`src/rtl/rtc_scheduler.sv`:
```
// rtc_scheduler: shares the RTC write/read engines between a set-time request and a poll tick,
// walking NREG consecutive registers per request. Optional watchdog: define RTC_SCHED_TIMEOUT_EN.
module rtc_scheduler #(
  parameter int         NREG     = 6,
  parameter logic [7:0] BASE_DIR = 8'h21,
  parameter int         TIMEOUT  = 1000
) (
  input  logic       clk,
  input  logic       reset,
  input  logic       tick,
  input  logic       wr_req,
  output logic       wr_ack,
  output logic [2:0] wr_idx,
  input  logic [7:0] wr_val,
  output logic       wr_go,
  output logic [7:0] wr_dir,
  output logic [7:0] wr_dato,
  input  logic       wr_done,
  output logic       rd_go,
  output logic [7:0] rd_dir,
  input  logic       rd_done,
  input  logic [7:0] rd_dato,
  output logic       t_valid,
  output logic [2:0] t_idx,
  output logic [7:0] t_data,
  output logic       busy,
  output logic       err
);
  typedef enum logic [2:0] {IDLE, WR_RUN, WR_GAP, RD_RUN, RD_GAP} state_t;
  localparam logic [2:0] LAST_IDX = 3'(NREG - 1);

  state_t     state_reg;
  logic [2:0] idx_reg;
  logic       last_reg;
  logic       poll_pend_reg;
  logic       wr_armed_reg;
  logic       wr_ack_reg, wr_go_reg, rd_go_reg, t_valid_reg;
  logic [7:0] wr_dir_reg, wr_dato_reg, rd_dir_reg, t_data_reg;
  logic [2:0] t_idx_reg;
  logic       timeout;
  logic       wr_start;
  logic       is_last;
  logic [7:0] dir_next;

  assign dir_next = BASE_DIR + {5'd0, idx_reg};
  assign wr_start = wr_req && wr_armed_reg;
  assign is_last  = (idx_reg == LAST_IDX);

  // idx advances on the done edge, so during the gap wr_idx already names the next
  // register and wr_val for it is ready to be captured when RUN is re-entered.
  always_ff @(posedge clk) begin
    if (!reset) begin
      state_reg     <= IDLE;
      idx_reg       <= 3'd0;
      last_reg      <= 1'b0;
      poll_pend_reg <= 1'b0;
      wr_armed_reg  <= 1'b0;
      wr_ack_reg    <= 1'b0;
      wr_go_reg     <= 1'b0;
      rd_go_reg     <= 1'b0;
      t_valid_reg   <= 1'b0;
      wr_dir_reg    <= 8'd0;
      wr_dato_reg   <= 8'd0;
      rd_dir_reg    <= 8'd0;
      t_data_reg    <= 8'd0;
      t_idx_reg     <= 3'd0;
    end else begin
      wr_ack_reg  <= 1'b0;
      t_valid_reg <= 1'b0;
      if (tick)
        poll_pend_reg <= 1'b1;
      if (!wr_req)
        wr_armed_reg <= 1'b1;
      case (state_reg)
        IDLE: begin
          if (wr_start) begin
            state_reg   <= WR_RUN;
            wr_go_reg   <= 1'b1;
            wr_dir_reg  <= dir_next;
            wr_dato_reg <= wr_val;
          end else if (poll_pend_reg || tick) begin
            poll_pend_reg <= 1'b0;
            state_reg     <= RD_RUN;
            rd_go_reg     <= 1'b1;
            rd_dir_reg    <= dir_next;
          end
        end
        WR_RUN: begin
          if (wr_done || timeout) begin
            wr_go_reg <= 1'b0;
            state_reg <= WR_GAP;
            last_reg  <= is_last;
            if (is_last) begin
              wr_ack_reg   <= 1'b1;
              wr_armed_reg <= 1'b0;
            end else begin
              idx_reg <= idx_reg + 3'd1;
            end
          end
        end
        WR_GAP: begin
          if (last_reg) begin
            state_reg <= IDLE;
            idx_reg   <= 3'd0;
            last_reg  <= 1'b0;
          end else begin
            state_reg   <= WR_RUN;
            wr_go_reg   <= 1'b1;
            wr_dir_reg  <= dir_next;
            wr_dato_reg <= wr_val;
          end
        end
        RD_RUN: begin
          if (rd_done || timeout) begin
            rd_go_reg <= 1'b0;
            state_reg <= RD_GAP;
            last_reg  <= is_last;
            if (rd_done) begin
              t_valid_reg <= 1'b1;
              t_data_reg  <= rd_dato;
              t_idx_reg   <= idx_reg;
            end
            if (!is_last)
              idx_reg <= idx_reg + 3'd1;
          end
        end
        RD_GAP: begin
          if (last_reg) begin
            state_reg <= IDLE;
            idx_reg   <= 3'd0;
            last_reg  <= 1'b0;
          end else begin
            state_reg  <= RD_RUN;
            rd_go_reg  <= 1'b1;
            rd_dir_reg <= dir_next;
          end
        end
        default: state_reg <= IDLE;
      endcase
    end
  end

`ifdef RTC_SCHED_TIMEOUT_EN
  localparam int CW = $clog2(TIMEOUT + 1);
  logic [CW-1:0] cnt_reg;
  logic          err_reg;
  logic          in_run;
  logic          run_done;

  assign in_run   = (state_reg == WR_RUN) || (state_reg == RD_RUN);
  assign run_done = (state_reg == WR_RUN) ? wr_done : rd_done;
  // Fires on the TIMEOUT-th RUN cycle; the FSM treats it exactly like a done.
  assign timeout  = in_run && !run_done && (cnt_reg == CW'(TIMEOUT - 1));

  always_ff @(posedge clk) begin
    if (!reset) begin
      cnt_reg <= '0;
      err_reg <= 1'b0;
    end else begin
      cnt_reg <= (in_run && !run_done && !timeout) ? cnt_reg + CW'(1) : '0;
      if (timeout)
        err_reg <= 1'b1;
    end
  end
  assign err = err_reg;
`else
  assign timeout = 1'b0;
  assign err     = 1'b0;
`endif

  assign wr_ack  = wr_ack_reg;
  assign wr_idx  = idx_reg;
  assign wr_go   = wr_go_reg;
  assign wr_dir  = wr_dir_reg;
  assign wr_dato = wr_dato_reg;
  assign rd_go   = rd_go_reg;
  assign rd_dir  = rd_dir_reg;
  assign t_valid = t_valid_reg;
  assign t_idx   = t_idx_reg;
  assign t_data  = t_data_reg;
  assign busy    = (state_reg != IDLE);
endmodule

```
`config.mk`:
```
export PLATFORM = sky130hd
export DESIGN_NAME = rtc_scheduler
export DESIGN_NICKNAME = d
export VERILOG_FILES = /design/src/rtl/rtc_scheduler.sv
export SDC_FILE = /design/constraint.sdc
export NUM_CORES = 1
export LEC_CHECK = 0
export ABC_CLOCK_PERIOD_IN_PS = 1900
export BUFFER_PORTS_ARGS = -buffer_cell sky130_fd_sc_hd__buf_2
export CORE_MARGIN = 2
export CORE_UTILIZATION = 39
export DETAILED_ROUTE_END_ITERATION = 8
export PLACE_DENSITY = 0.69
export REMOVE_ABC_BUFFERS = 1
export SLEW_MARGIN = 20
export SYNTH_ARGS = -nofsm -noshare
export SYNTH_HDL_FRONTEND = slang
export SYNTH_SLANG_ARGS = --single-unit
export TNS_END_PERCENT = 1
```
`constraint.sdc`:
```
create_clock -name clk -period 1.9 [get_ports clk]
set_clock_uncertainty 0.15 [all_clocks]
set_input_delay 0.38 -clock clk [delete_from_list [all_inputs] [get_ports clk]]
set_output_delay 0.38 -clock clk [all_outputs]
set_load 0.01 [all_outputs]
```
# Yosys cells after proc, flatten, opt, wreduce, memory -nomap -nowiden
# Index checks and enable logic that the tools add are counted.
# Widths: inputs -> output; s select.
# totals
ff_bits	48
in_bits	22
# classes
add_sub_neg	2
eq_ne	14
n_mux	42
reduce_logical	20
# op_table
cell	count
$mux 8	6
$pmux 8 s2	3
$mux 3	8
$mux 1	19
$pmux 3 s5	1
$ne 2x2->1 const B	7
$reduce_and 3->1	4
$reduce_and 4->1	3
$reduce_bool 3->1	4
$pmux 1 s3	3
$pmux 3 s3	1
$add 6x3->7 const A	1
$eq 3x2->1 const B	2
$eq 3x3->1 const B	2
$reduce_and 5->1	1
$reduce_and 2->1	2
$reduce_bool 2->1	2
$add 3x1->3 const B	1
$eq 3x1->1 const B	1
$logic_not 3->1	1
$ne 3x3->1 const B	1
$mux 2	1
$ne 2x1->1 const B	1
$reduce_or 2->1	1
other kinds (2)	2

# Logic depth before layout (Yosys ltp)
# Gate-level depths: netlist of run 1.
# depth
depth_word	4
ltp_mapped	7

# Least setup slack after synthesis of run 1
# No wires, ideal clock.
# synth_path
path_kind	reg-to-reg
from	register state_reg[1]
to	register state_reg[0]
setup_time_ps	115
t_arrival_ps	1248
t_required_ps	1635
slack_ps	387
path_stages_with_launch	6
cell_sequence	dfxtp_1 buf_6 or3_1 a21oi_2 a211oi_1 o21a_1
# synth_between
elab_chain_len	3
elab_cells_between_ends	10
classes_between	eq/ne (7); mux (1); reduce/logical (2)
# synth_lines
element	line_no	text
from (decl)	32	state_t state_reg;
from (signal assigned)	53	state_reg <= IDLE;
from (signal assigned)	77	state_reg <= WR_RUN;
from (signal assigned)	83	state_reg <= RD_RUN;
$eq 3x2->1, or another cell as far along	74	case (state_reg)
$ne 2x2->1 (no source line) / $ne 3x3->1 (equally long branches)	-	
$reduce_and 3->1 (no source line)	-	
# Several ways; a longest one is shown, not always the timed one.
# A chain may end at the register's enable or synchronous reset.

# Final worst setup path of run 1
# layout_path
from	register state_reg[1]
to	output port busy
# layout_between
elab_chain_len	1
# layout_lines
element	line_no	text
$reduce_bool 3->1	181	assign busy = (state_reg != IDLE);
to (decl)	26	output logic busy,
# No other way between the ends.

==> metrics, run 1 <==
worst ir drop on vdd 442 uV; Vias 1507; Post-CTS Setup Repair Bufs 0; diode count 0; ys flop type dfxtp_1; fin nets 280; Total GRT Usage 15.7%; Worst Setup Start Kind flip-flop; ys async rst share 0%; Max Buffers Root-to-Sink 2; # DRC 0; Root Driver clkbuf_8; leakage power 1.01 nW; DP Area 2120 um^2; r2r endpoint wr_idx[1]; post-synthesis cell count 198; CTS H-tree lvls 2; CTS sink count 42; XOR/XNOR Fraction of Synth Area 1.39%; hpwl dp 2760 um; setup slack, reg-to-reg 370 ps; min-delay src wr_val[7]; final setup violation count 0; Mapped Area 1810 um^2; largest family of logic cells by synthesized area simple AND/OR/NAND/NOR gates; Worst-Skew Late Latency 290 ps; commonest non-fill, non-tap cell in the layout buf_2; Via density 4.88; FF+latch count, synth 42; sequential share of the synthesized area 46.5%; die width 72.1 um; share of cells above drive strength 1 33.9%; vias in the first global route 1475; Die Ht 72.1 um; HP Class primary input to flip-flop; NetSw 0.000611 W; Placer Congestion 0.838; RSZ-0062 raised after global routing no; sequential share of power 46.7%; Avg Inst Size Synth 9.12 um^2; critical path endpoint category primary output; core area 4410 um^2; Filler Cell Count 421; Comb pwr share 21.4%; worst reg-to-reg path cell count 4; Post-Synth Simple-Gate Area 17.7%; mux share of post-synthesis cell area 9.28%; fin crit share 94.2%; sw frac 28.1%; Reg2Reg Launch Point wr_idx[1]; setup TNS 0 ps; number of hold violations in the final report 0; number of buffers created by CTS 5; hold path depth 3; initial DRC count 87; status finished, final reports clean; CTS clk-pin slew, worst paths 80 ps; starting density of the core 40.9%; Design Area, Final 2230 um^2; maximum fanout along the worst path 13; CTS Hold Bufs 0; Final ANT Viol Nets 0; Yosys Warn Count 0; f_max 559 MHz; CP Data Arrival Time 1260 ps; CP required 1370 ps; Pre-Repair DR Iteration Count 4; initial antenna violation count 0; CTS tree yes; internal power 0.00156 W; Routed wire per std cell 12.2 um; first-pass GRT wire length 6460 um; GRT overflow 0; maximum number of pins on one net before global-route repair 19; Clock Power Share 32.0%; commonest non-fill, non-tap cells in the layout buf_2 (58), dfxtp_1 (39), nand2_1 (27), nor2_1 (26), a21oi_1 (16); Rows 24; Slew Limit Fails 0; P per Cell Area 973 nW/um^2; die area 5190 um^2; Max-cap violations 0; port buffer count 58; adder-cell share of the synthesized area 1.94%; post-synth cell types 44; Pwr Total 0.00217 W; hold endpoint wr_dato[7]; Final Critical Period 1790 ps; Worst Setup Path Type flip-flop to primary output; I/O pin count 66; Post-synth EDFFs 0; Synth Area in Compound Gates 15.0%; Area growth, synth to finish 23.7%; final wirelength 3760 um
logic make-up after synthesis:
logic type,Yosys count
XOR/XNOR,2
AND/OR/NAND/NOR,73
flip-flops,42
buffers and inverters,24
AO/OA/AOI/OAI,37
adder cells (fa/ha/maj),3
multiplexers,16
other,1
power groups by stage:
stage / logic [W] / clock network (W) / registers, W
finish: 0.000465 / 0.000695 / 0.00101
global route: 0.000519 / 0.000749 / 0.00103
CTS: 0.000471 / 0.000717 / 0.00101
detailed placement: 0.000470 / 0 / 0.00103
global placement: 0.000462 / 0 / 0.00103
floorplan: 0.000259 / 0 / 0.00106
per-stage QoR:
stage / instances / setup slack (ps) / utilization (%) / hold WS (ps)
after detailed placement: 301 / 267 / 48.0 / 298
after floorplan: 185 / -343 / - / 331
final: 309 / 110 / 50.6 / 168
after global placement: 301 / 287 / 48.0 / 291
after CTS: 309 / 5.72 / 50.5 / 160
after global routing: 309 / 51.0 / 50.6 / 171
layer usage:
| metal | share of wire, % | wire (um) | track usage (%) | up-vias |
|---|---|---|---|---|
| li1 | - | - | - | 772 |
| met4 | 1.4 | 51 | 4.82 | 0 |
| met1 | 47 | 1770 | 20.2 | 679 |
| met5 | 0 | 0 | 0 | - |
| met3 | 6.3 | 237 | 4.86 | 9 |
| met2 | 45 | 1700 | 25.1 | 47 |
cells in the mapped netlist (2+ instances only):
library cell | count | area (um^2)
nand3_1 | 5 | 25.0
nor3_1 | 3 | 15.0
a21oi_1 | 16 | 80.1
inv_1 | 4 | 15.0
nand2b_1 | 4 | 25.0
nand2_1 | 27 | 101
a211oi_2 | 3 | 37.5
buf_4 | 9 | 67.6
ha_1 | 2 | 25.0
clkbuf_1 | 3 | 11.3
dfxtp_1 | 42 | 841
nor2_1 | 26 | 97.6
or3_1 | 2 | 12.5
o21a_1 | 2 | 15.0
o21ai_0 | 2 | 10.0
mux2i_1 | 13 | 130
buf_6 | 2 | 22.5
a211oi_1 | 4 | 30.0
buf_2 | 4 | 20.0
area by class of cell:
cell class	instances	area, um^2	share of cell area (%)
Inverter	5	18.8	0.840
Tap cell	52	65.1	2.91
Clock buffer	6	72.6	3.25
Timing Repair Buffer	64	348	15.6
Multi-Input combinational cell	138	848	38.0
Clock inverter	2	37.5	1.68
Sequential cell	42	845	37.8
worst max-delay path: stages, from the launching register on:
cell     delay, ps
dfxtp_2        400
or3_1          410
buf_2          160
worst max path at each step:
stage | start | to | slack [ps] | cells past startpoint
final | state_reg[1] | busy | 110 | 2
after detailed placement | state_reg[2] | last_reg | 270 | 4
after CTS | state_reg[1] | busy | 6 | 2
after global routing | state_reg[0] | busy | 50 | 2
after global placement | state_reg[1] | wr_dato[6] | 290 | 5
after floorplan | state_reg[1] | wr_dato[0] | -340 | 4
timing repair:
item | in CTS | in global routing
gates resized for setup | 0 | 3
hold endpoints to repair | 0 | 0
endpoints found under the setup margin | 0 | 1
(Power assumes the default switching activity.)
==> run 2, diff against run 1 <==
--- a/config.mk
+++ b/config.mk
@@ -11,7 +11,6 @@
 export CORE_UTILIZATION = 39
 export DETAILED_ROUTE_END_ITERATION = 8
 export PLACE_DENSITY = 0.69
-export REMOVE_ABC_BUFFERS = 1
 export SLEW_MARGIN = 20
 export SYNTH_ARGS = -nofsm -noshare
 export SYNTH_HDL_FRONTEND = slang
==> metrics, run 2 (same netlist as run 1, synthesis figures left out) <==
Total GRT Usage 15.7%; Slew Limit Fails 0; final std cells w/o fill 308; share of cells above drive strength 1 33.6%; starting density of the core 40.9%; HP Class primary input to flip-flop; hpwl dp 2810 um; worst ir drop on vdd 520 uV; Area growth, synth to finish 22.5%; port buffer count 58; final setup violation count 0; first-pass GRT wire length 6440 um; die width 72.1 um; Post-CTS Setup Repair Bufs 0; maximum number of pins on one net before global-route repair 20; Final ANT Viol Nets 0; CTS sink count 42; vias in the first global route 1394; hold slack final 176 ps; Vias 1528; status finished, final reports clean; maximum fanout along the worst path 12; CP Data Arrival Time 1290 ps; fin crit share 95.9%; Final Util 50.1%; initial antenna violation count 0; Filler Cell Count 419; CTS clk-pin slew, worst paths 70 ps; commonest non-fill, non-tap cells in the layout buf_2 (58), dfxtp_1 (40), nand2_1 (27), nor2_1 (26), a21oi_1 (16); f_max 549 MHz; crit path cell chain or3_1 > buf_2; Rows 24; CP max-delay cell dfxtp_1; CTS H-tree lvls 2; internal power 0.00145 W; Die Ht 72.1 um; CP required 1370 ps; fin nets 281; number of hold violations in the final report 0; final wirelength 3830 um; Routed wire per std cell 12.4 um; die area 5190 um^2; Pre-Repair DR Iteration Count 4; number of buffers created by CTS 5; Worst Setup Path Type flip-flop to primary output; Comb pwr share 23.2%; Max Buffers Root-to-Sink 2; setup TNS 0 ps; sw frac 28.9%; Via density 4.96; Inst Count DP 302; Placer Congestion 0.769; largest incremental delay on the critical path 450 ps; Clock Power Share 27.3%; CTS tree yes; RSZ-0062 raised after global routing no; P per Cell Area 924 nW/um^2; initial DRC count 66; Worst Setup Start Kind flip-flop; commonest non-fill, non-tap cell in the layout buf_2; # DRC 0; GRT overflow 0; Final Critical Period 1820 ps; core area 4410 um^2; sequential share of power 49.6%; NetSw 0.000591 W; Root Driver clkbuf_8; critical path endpoint category primary output; Max-cap violations 0; dpl ws 252 ps; leakage power 1.00 nW; CTS Hold Bufs 0; diode count 0; Worst-Skew Late Latency 280 ps; Worst Setup Slack, final 78.0 ps; I/O pin count 66
## run 2: cell count changes in the layout (fill, tap and decap cells not counted), sizes merged
cell	before	now
clkinvlp	1	0
bufinv	1	0
buf	64	65
## run 2: final timing paths
check	slack, ps	depth (start not counted)	start	endpoint
worst min-delay path	180	3	rd_dato[3]	t_data[3]
worst min register to register	300	2	t_data[2]	t_data[2]
worst max register to register	220	4	state_reg[2]	last_reg
worst max-delay path	80	2	state_reg[2]	busy
## run 2: per-layer routing
metal	up-vias	part of all wire, %	GRT usage (%)
met5	-	0	0
met4	0	0.91	4.40
met3	5	8.1	6.11
met2	57	44	23.5
met1	696	47	21.1
li1	770	-	-
## run 2: metrics by stage
step	total power [W]	cell area [um^2]
floorplan	0.00136	1830
global placement	0.00150	2130
detailed placement	0.00151	2130
CTS	0.00207	2210
global route	0.00217	2210
finish	0.00204	2210
## run 2: power groups by stage
stage / registers [W] / clock network [W] / logic (W)
detailed placement: 0.00103 / 0 / 0.000479
CTS: 0.00101 / 0.000579 / 0.000480
global route: 0.00102 / 0.000617 / 0.000529
global placement: 0.00103 / 0 / 0.000475
floorplan: 0.00105 / 0 / 0.000309
finish: 0.00101 / 0.000557 / 0.000474
## run 2: cell type report
| type | instances | area (um^2) | area share (%) |
|---|---|---|---|
| inverter | 5 | 18.8 | 0.848 |
| multi-input combinational | 138 | 848 | 38.3 |
| timing repair buffer | 65 | 355 | 16.1 |
| tap | 52 | 65.1 | 2.94 |
| clock buffer | 6 | 82.6 | 3.73 |
| sequential | 42 | 843 | 38.1 |
## run 2: worst max-delay path, delay by kind of cell (launching register included)
family	cells	cell delay, ps
buffers and inverters	1	160
DFF	1	450
and+or+nand+nor	1	400
## run 2: repair_timing
item / 4_1_cts / 5_1_grt
resized for setup: 0 / 2
hold endpoints to repair: 0 / 0
endpoints found under the setup margin: 0 / 1
